`config.mk`:
```
export PLATFORM = sky130hd
export DESIGN_NAME = mem_port_arbiter
export DESIGN_NICKNAME = d
export VERILOG_FILES = /design/src/rtl/mem_port_arbiter.sv
export SDC_FILE = /design/constraint.sdc
export NUM_CORES = 1
export LEC_CHECK = 0
export ABC_AREA = 1
export CAP_MARGIN = 25
export CORE_AREA = 3 3 107 109
export DETAILED_ROUTE_END_ITERATION = 8
export DIE_AREA = 0 0 110 112
export PLACE_DENSITY = 0.65
export SETUP_SLACK_MARGIN = 0.5
export SYNTH_ARGS = -nofsm -noshare
export SYNTH_HDL_FRONTEND = slang
export SYNTH_SLANG_ARGS = --single-unit
export TNS_END_PERCENT = 30
```
`constraint.sdc`:
```
create_clock -name clk -period 1.6 [get_ports clk]
set_clock_uncertainty 0.05 [all_clocks]
set_input_delay 0.24 -clock clk [delete_from_list [all_inputs] [get_ports clk]]
set_output_delay 0.24 -clock clk [all_outputs]
set_load 0.01 [all_outputs]
```
`src/rtl/mem_port_arbiter.sv`:
```
`default_nettype none
// ============================================================================
// Module   : mem_port_arbiter
// Brief    : Two-port (fetch / data) arbiter onto one shared memory port,
//            one outstanding transaction. Optional MEM_ARB_ROUND_ROBIN_EN
//            macro switches contested grants from D-priority to alternating.
// Revision : 1.0 - initial release
// ============================================================================
module mem_port_arbiter #(
    parameter int ADDR_WIDTH = 32,
    parameter int DATA_WIDTH = 32
) (
    input  logic                    clk,
    input  logic                    resetn,
    input  logic                    i_req_valid,
    input  logic [ADDR_WIDTH-1:0]   i_req_addr,
    output logic                    i_addr_ok,
    output logic                    i_data_ok,
    output logic [DATA_WIDTH-1:0]   i_data,
    input  logic                    d_req_valid,
    input  logic                    d_req_write,
    input  logic [ADDR_WIDTH-1:0]   d_req_addr,
    input  logic [DATA_WIDTH/8-1:0] d_req_strobe,
    input  logic [DATA_WIDTH-1:0]   d_req_wdata,
    output logic                    d_addr_ok,
    output logic                    d_data_ok,
    output logic [DATA_WIDTH-1:0]   d_data,
    output logic                    m_req_valid,
    output logic                    m_req_write,
    output logic [ADDR_WIDTH-1:0]   m_req_addr,
    output logic [DATA_WIDTH/8-1:0] m_req_strobe,
    output logic [DATA_WIDTH-1:0]   m_req_wdata,
    input  logic                    m_addr_ok,
    input  logic                    m_data_ok,
    input  logic [DATA_WIDTH-1:0]   m_data
);

    localparam logic [1:0] c_st_idle = 2'd0;
    localparam logic [1:0] c_st_addr = 2'd1;
    localparam logic [1:0] c_st_data = 2'd2;

    logic [1:0]            r_state;
    logic [1:0]            w_state_nxt;
    logic                  r_grant_d;      // 1 = data port granted, 0 = fetch
    logic                  w_grant_nxt;
    logic                  w_grant_sel_d;
    logic                  w_any_req;
    logic                  w_req_valid;
    logic                  w_addr_ok;
    logic                  w_data_ok;
    logic [DATA_WIDTH-1:0] w_data;

    assign w_any_req   = i_req_valid | d_req_valid;
    assign w_req_valid = r_grant_d ? d_req_valid : i_req_valid;

`ifdef MEM_ARB_ROUND_ROBIN_EN
    logic r_last_grant_d;

    // Contested grant goes to whoever was not granted last time.
    assign w_grant_sel_d = (i_req_valid & d_req_valid) ? ~r_last_grant_d : d_req_valid;

    always_ff @(posedge clk or negedge resetn) begin
        if (!resetn) begin
            r_last_grant_d <= 1'b0;
        end else if (r_state == c_st_idle && w_any_req) begin
            r_last_grant_d <= w_grant_sel_d;
        end
    end
`else
    assign w_grant_sel_d = d_req_valid;
`endif

    always_ff @(posedge clk or negedge resetn) begin
        if (!resetn) begin
            r_state   <= c_st_idle;
            r_grant_d <= 1'b0;
        end else begin
            r_state   <= w_state_nxt;
            r_grant_d <= w_grant_nxt;
        end
    end

    always_comb begin
        w_state_nxt  = r_state;
        w_grant_nxt  = r_grant_d;
        w_addr_ok    = 1'b0;
        w_data_ok    = 1'b0;
        w_data       = '0;
        m_req_valid  = 1'b0;
        m_req_write  = 1'b0;
        m_req_addr   = '0;
        m_req_strobe = '0;
        m_req_wdata  = '0;
        case (r_state)
            c_st_idle: begin
                if (w_any_req) begin
                    w_grant_nxt = w_grant_sel_d;
                    w_state_nxt = c_st_addr;
                end
            end
            c_st_addr: begin
                m_req_valid = w_req_valid;
                m_req_addr  = r_grant_d ? d_req_addr : i_req_addr;
                if (r_grant_d) begin
                    m_req_write  = d_req_write;
                    m_req_strobe = d_req_strobe;
                    m_req_wdata  = d_req_wdata;
                end
                // An acceptance is only meaningful while a request is presented.
                if (w_req_valid && m_addr_ok) begin
                    w_addr_ok = 1'b1;
                    if (m_data_ok) begin
                        w_data_ok   = 1'b1;
                        w_data      = m_data;
                        w_state_nxt = c_st_idle;
                    end else begin
                        w_state_nxt = c_st_data;
                    end
                end
            end
            c_st_data: begin
                if (m_data_ok) begin
                    w_data_ok   = 1'b1;
                    w_data      = m_data;
                    w_state_nxt = c_st_idle;
                end
            end
            default: begin
                w_state_nxt = c_st_idle;
            end
        endcase
    end

    assign i_addr_ok = w_addr_ok & ~r_grant_d;
    assign i_data_ok = w_data_ok & ~r_grant_d;
    assign i_data    = r_grant_d ? '0 : w_data;
    assign d_addr_ok = w_addr_ok & r_grant_d;
    assign d_data_ok = w_data_ok & r_grant_d;
    assign d_data    = r_grant_d ? w_data : '0;

endmodule
`default_nettype wire

```
* After elaboration in Yosys (flattened, before gate mapping) *
Cells that the tools add are included.

word-level totals
  bits in registers = 3
  bits in latches = 0
  RAM bits = 0
  ROM bits = 0
  input port bits = 139
  output and inout port bits = 138
  word-level logic and storage cells = 42
  memories = 0

operators by class
  add/subtract/negate cells = 0
  $mul = 0
  div/mod/pow operators = 0
  magnitude comparators = 0
  equality and inequality tests = 5
  shift operators = 0
  mux-type cells = 25
  bitwise logic cells = 6
  reductions and logical operators = 4

operators by type and width
  cell                  count
  $mux W32              8
  $pmux W32 S2          1
  $mux W1               8
  $mux W2               4
  $mux W4               2
  $ne A2 B2 Y1 const B  3
  $pmux W2 S3           1
  $and A1 B1 Y1         4
  $reduce_and A3 Y1     1
  $eq A2 B1 Y1 const B  1
  $eq A2 B2 Y1 const B  1
  $logic_not A2 Y1      1
  $pmux W1 S2           1
  $reduce_and A2 Y1     1
  $logic_and A1 B1 Y1   1
  $not A1 Y1            1
  $or A1 B1 Y1          1

* Logic depth before layout (Yosys ltp) *
  depth in word-level cells = 5
  gate-level depth with buffers = 8
  mapped depth without buffers = 8

* Least setup slack after synthesis *
OpenSTA, ideal clock, no wires.

  kind = register -> output
  from = register r_state[1]
  to = output port d_data[22]
  arrival time = 1.329 ns
  required time = 1.310 ns
  slack = -0.019 ns
  cell stages (with the launch flop) = 9
  buffers on the path = 2
  path through = dfrtp_1 > inv_1 > ha_1 > buf_2 > nand3_2 > nand2_4 > nand3_4 > buf_6 > nor2_1

between the ends
  word-level cells in the longest chain between the ends = 3
  elaborated cells on any way between the ends = 4
  those cells by class = eq/ne (2); mux (2)

RTL lines
  item                                          line  RTL
  start, declared                               42    logic [1:0] r_state;
  start signal, assigned                        75    r_state <= c_st_idle;
  start signal, assigned                        78    r_state <= w_state_nxt;
  $eq A2 B2 Y1 or $eq A2 B1 Y1 (tied branches)  94    case (r_state)
  $pmux W32 S2 *                                94
  $mux W32 *                                    139   assign d_data = r_grant_d ? w_data : '0;
  end, declared                                 27    output logic [DATA_WIDTH-1:0] d_data,

Mark *: on every way between the ends. The rest lies on a longest branch, timed or not.

* Final worst setup path *
  from = register r_state[0]
  to = output port i_data[3]

between the ends
  word-level cells in the longest chain between the ends = 3
  elaborated cells on any way between the ends = 4
  those cells by class = eq/ne (2); mux (2)

RTL lines
  item                                          line  RTL
  $eq A2 B2 Y1 or $eq A2 B1 Y1 (tied branches)  94
  $pmux W32 S2 *                                94
  $mux W32 *                                    136   assign i_data = r_grant_d ? '0 : w_data;
  end, declared                                 19    output logic [DATA_WIDTH-1:0] i_data,

Marks and branches as above.

==> out/results.tsv <==
stage	metric	value	unit
place	Placement Cell Area	0.004663	sq mm
worst_setup_path	Worst Setup End Kind	output pin	
synth	post-synthesis mux area share	0	
power_and_ir_drop	sequential share of power	0.031	
timing	slew margin rel.	0.8251	
timing	Tmin final	2.008	ns
clocking	Clock transition at path regs	0.03	ns
place	HPWL Detailed	8200	microns
timing	max-slew violation count	0	
clocking	Clk Latency, worst-skew pair	0.22	ns
cells_and_area	Filler cells	1061	
global_route	number of global-route vias before repair	2723	
synth	Simple-Gate Fraction of Synth Area	0.5298	
power_and_ir_drop	Pwr Density	1021	mW/mm^2
clocking	clock sink count	3	
min_path	HP Class	in -> async	
global_route	Overflow after GRT	0	
synth	dominant cell type by area after synthesis	nor2_1	
run	Max-cap violations	0	
synth	Synth top area share	0.3382	
clocking	htree depth	1	
die	I/O pin total	277	
clocking	Root Buffer	clkbuf_8	
worst_setup_path	WP data arrival	1.72	ns
power_and_ir_drop	part of the power in the clock network	0.043	
synth	Compound-Gate Fraction of Synth Area	0.1167	
synth	sequential area share after synthesis	0.04831	
synth	largest family of logic cells by synthesized area	simple AND/OR/NAND/NOR gates	
clocking	Bufs on Longest Clock Path	2	
worst_setup_path	Required @ worst endpoint	1.31	ns
synth	main area contributors after synthesis	nor2_1 (34%), inv_1 (19%), nor2_2 (12%)	
synth	Netlist cell types	18	
route	Final ANT Viol Nets	0	
cells_and_area	# diodes	0	
synth	Seq cells post-synth	3	
synth	Synth Net Count	472	
place	global placer's final weighted congestion	0.8830	
power_and_ir_drop	Pint	2.535	mW
timing	Setup-failing EPs final	138	
clocking	Hold Buf Count CTS	0	
route	WL final	11020	microns
route	First DRT Iteration DRCs	135	
route	Routed wire per std cell	14.48	microns
die	Core ar.	0.01070	sq mm
synth	synthesized area per cell	4.709	sq um
timing	RSZ-0062 raised after global routing	true	
power_and_ir_drop	peak supply drop	712.8	uV
die	Die H	112	microns
timing	Hold WS	0.1549	ns
power_and_ir_drop	net switching power	2.561	mW
clocking	CTS tree	built	
timing	final hold violations	0	
cells_and_area	final core area utilization	0.4668	
cells_and_area	share of cells above drive strength 1	0.3752	
power_and_ir_drop	Net Sw Frac	0.5025	
die	starting density of the core	0.1453	
place	Placed Cells incl. Taps	742	
run_status	status	complete, but fails checks	
worst_setup_path	crit path max fanout	8	
synth	Synth Area in XOR/XNOR	0	
run_status	failing checks	negative setup slack	
synth	Synth Cell Area	0.001554	sq mm
cells_and_area	Final #Nets	764	
synth	Syn Inst Count	330	
die	die footprint	0.01232	sq mm
die	Die X	110	microns
timing	fmax	0.4980	GHz
global_route	pin count of the biggest net entering global routing	39	
timing	final period utilization	1.255	
power_and_ir_drop	LEAKAGE	2.604	nW
route	DRC	0	
synth	Synthesis Warnings	0	
timing	Worst-Margin Slew	0.2623	ns
timing	PnR worst setup slack	-0.4078	ns
synth	Synth Area in Adders	0.02415	
worst_setup_path	Crit Path Class	reg -> out	
power_and_ir_drop	power share of the combinational group	0.925	
global_route	initial antenna violation count	0	
cells_and_area	Final Cell Area	0.004994	sq mm
worst_setup_path	CP startpoint kind	flip-flop	
clocking	CTS buffer count	3	
route	vias per inst	3.907	
global_route	gr usage total	0.1468	
global_route	first-pass GRT wire length	14380	microns
cells_and_area	Area Growth Syn to Fin	221.3	%
route	via count	2973	
route	iteration count of the initial detailed-routing pass	4	
die	Cell Rows	38	
place	IO Port Bufs	276	
cells_and_area	post-route insts no fill	761	
-- layer usage --
layer  global-route usage  part of all wire
met5                    0                 0
met4              0.02826             0.018
met3              0.02435             0.082
met2               0.2880              0.53
met1               0.1608              0.37
-- layout make-up --
cell class | count | area (sq um) | share of cell area
Clock buffer | 4 | 45.04 | 0.009020
Inverter | 80 | 312.8 | 0.06264
Multi-Input combinational cell | 226 | 1411 | 0.2826
Sequential cell | 3 | 76.32 | 0.01528
Tap cell | 140 | 175.2 | 0.03508
Timing Repair Buffer | 308 | 2973 | 0.5953
-- flip-flops by register name (all words and copies together) (netlist names) --
register	cells
r_grant_d	1
r_state	2
-- cells in the mapped netlist (all sizes together) --
| cell | number |
|---|---|
| o21ai | 34 |
| nor2 | 169 |
| nand2 | 13 |
| nand3 | 5 |
| inv | 80 |
| a31oi | 1 |
| buf | 11 |
| clkbuf | 10 |
| ha | 3 |
| a21oi | 1 |
| dfrtp | 3 |
-- through the flow --
step                      worst slack, ns  setup TNS [ns]  total power [mW]
after floorplan                   0.04202               0             2.098
after global placement            -0.6888          -66.27             4.490
after detailed placement          -0.7224          -71.05             4.553
after CTS                         -0.4392          -41.79             4.545
after global routing              -0.4611          -47.76             5.502
final                             -0.4078          -39.34             5.097
-- power groups by stage --
stage	Clock, mW	Combinational (mW)	Sequential, mW
after global placement	0	4.34	0.148
final	0.221	4.72	0.160
after floorplan	0	1.96	0.141
after detailed placement	0	4.40	0.150
after global routing	0.233	5.11	0.164
after CTS	0.228	4.17	0.150
-- repair_timing --
action / in CTS / in global routing
gates cloned: 2 / 7
endpoints found under the setup margin: 141 / 141
pin swaps: 2 / 19
buffers inserted: 2 / 4
resized for setup: 309 / 259
-- path summary, 6_finish.rpt --
path / from / endpoint / slack [ns] / cells past startpoint
min in group clk: i_req_valid / r_grant_d / 0.44 / 4
min reg2reg: r_state[0] / r_state[0] / 0.48 / 2
max reg2reg: r_state[0] / r_state[1] / 0.12 / 8
min: resetn / r_state[1] / 0.15 / 1
max in group asynchronous: resetn / r_grant_d / 1.19 / 1
max: r_state[0] / i_data[3] / -0.41 / 8
-- cell usage in the layout, fill, tap and decap left out --
cell	count
buf_8	2
inv_2	4
dlymetal6s2s_1	1
buf_4	9
clkinv_4	2
nand2_1	8
dfrtp_2	1
nand3_4	3
buf_2	53
clkbuf_8	3
o21ai_1	5
inv_4	1
nor2_4	37
clkdlybuf4s50_1	136
a21oi_1	1
clkbuf_16	7
buf_12	5
a31oi_4	1
dlygate4sd2_1	34
o21ai_0	22
ha_4	3
nor2_1	103
o21ai_2	7
clkbuf_2	9
dfrtp_1	2
buf_16	2
clkdlybuf4s15_2	3
buf_6	47
nor2_2	29
nand2_2	4
clkbuf_1	1
inv_1	73
nand3_1	2
nand2_4	1
-- kinds of logic after synthesis --
kind of cell             count (synthesis)
buffers and inverters                  101
adder cells (fa/ha/maj)                  3
AND/OR/NAND/NOR                        187
AO/OA/AOI/OAI                           36
flip-flops                               3
-- critical path: stages (launching register included) --
cell and delay [ns]:
dfrtp_1 0.38, buf_6 0.12, ha_4 0.17, nand3_4 0.08, nand2_4 0.10, nand3_4 0.18, clkbuf_16 0.25, nor2_4 0.10
buf_6 0.11
No activity file was read; power rests on OpenSTA's default activity.
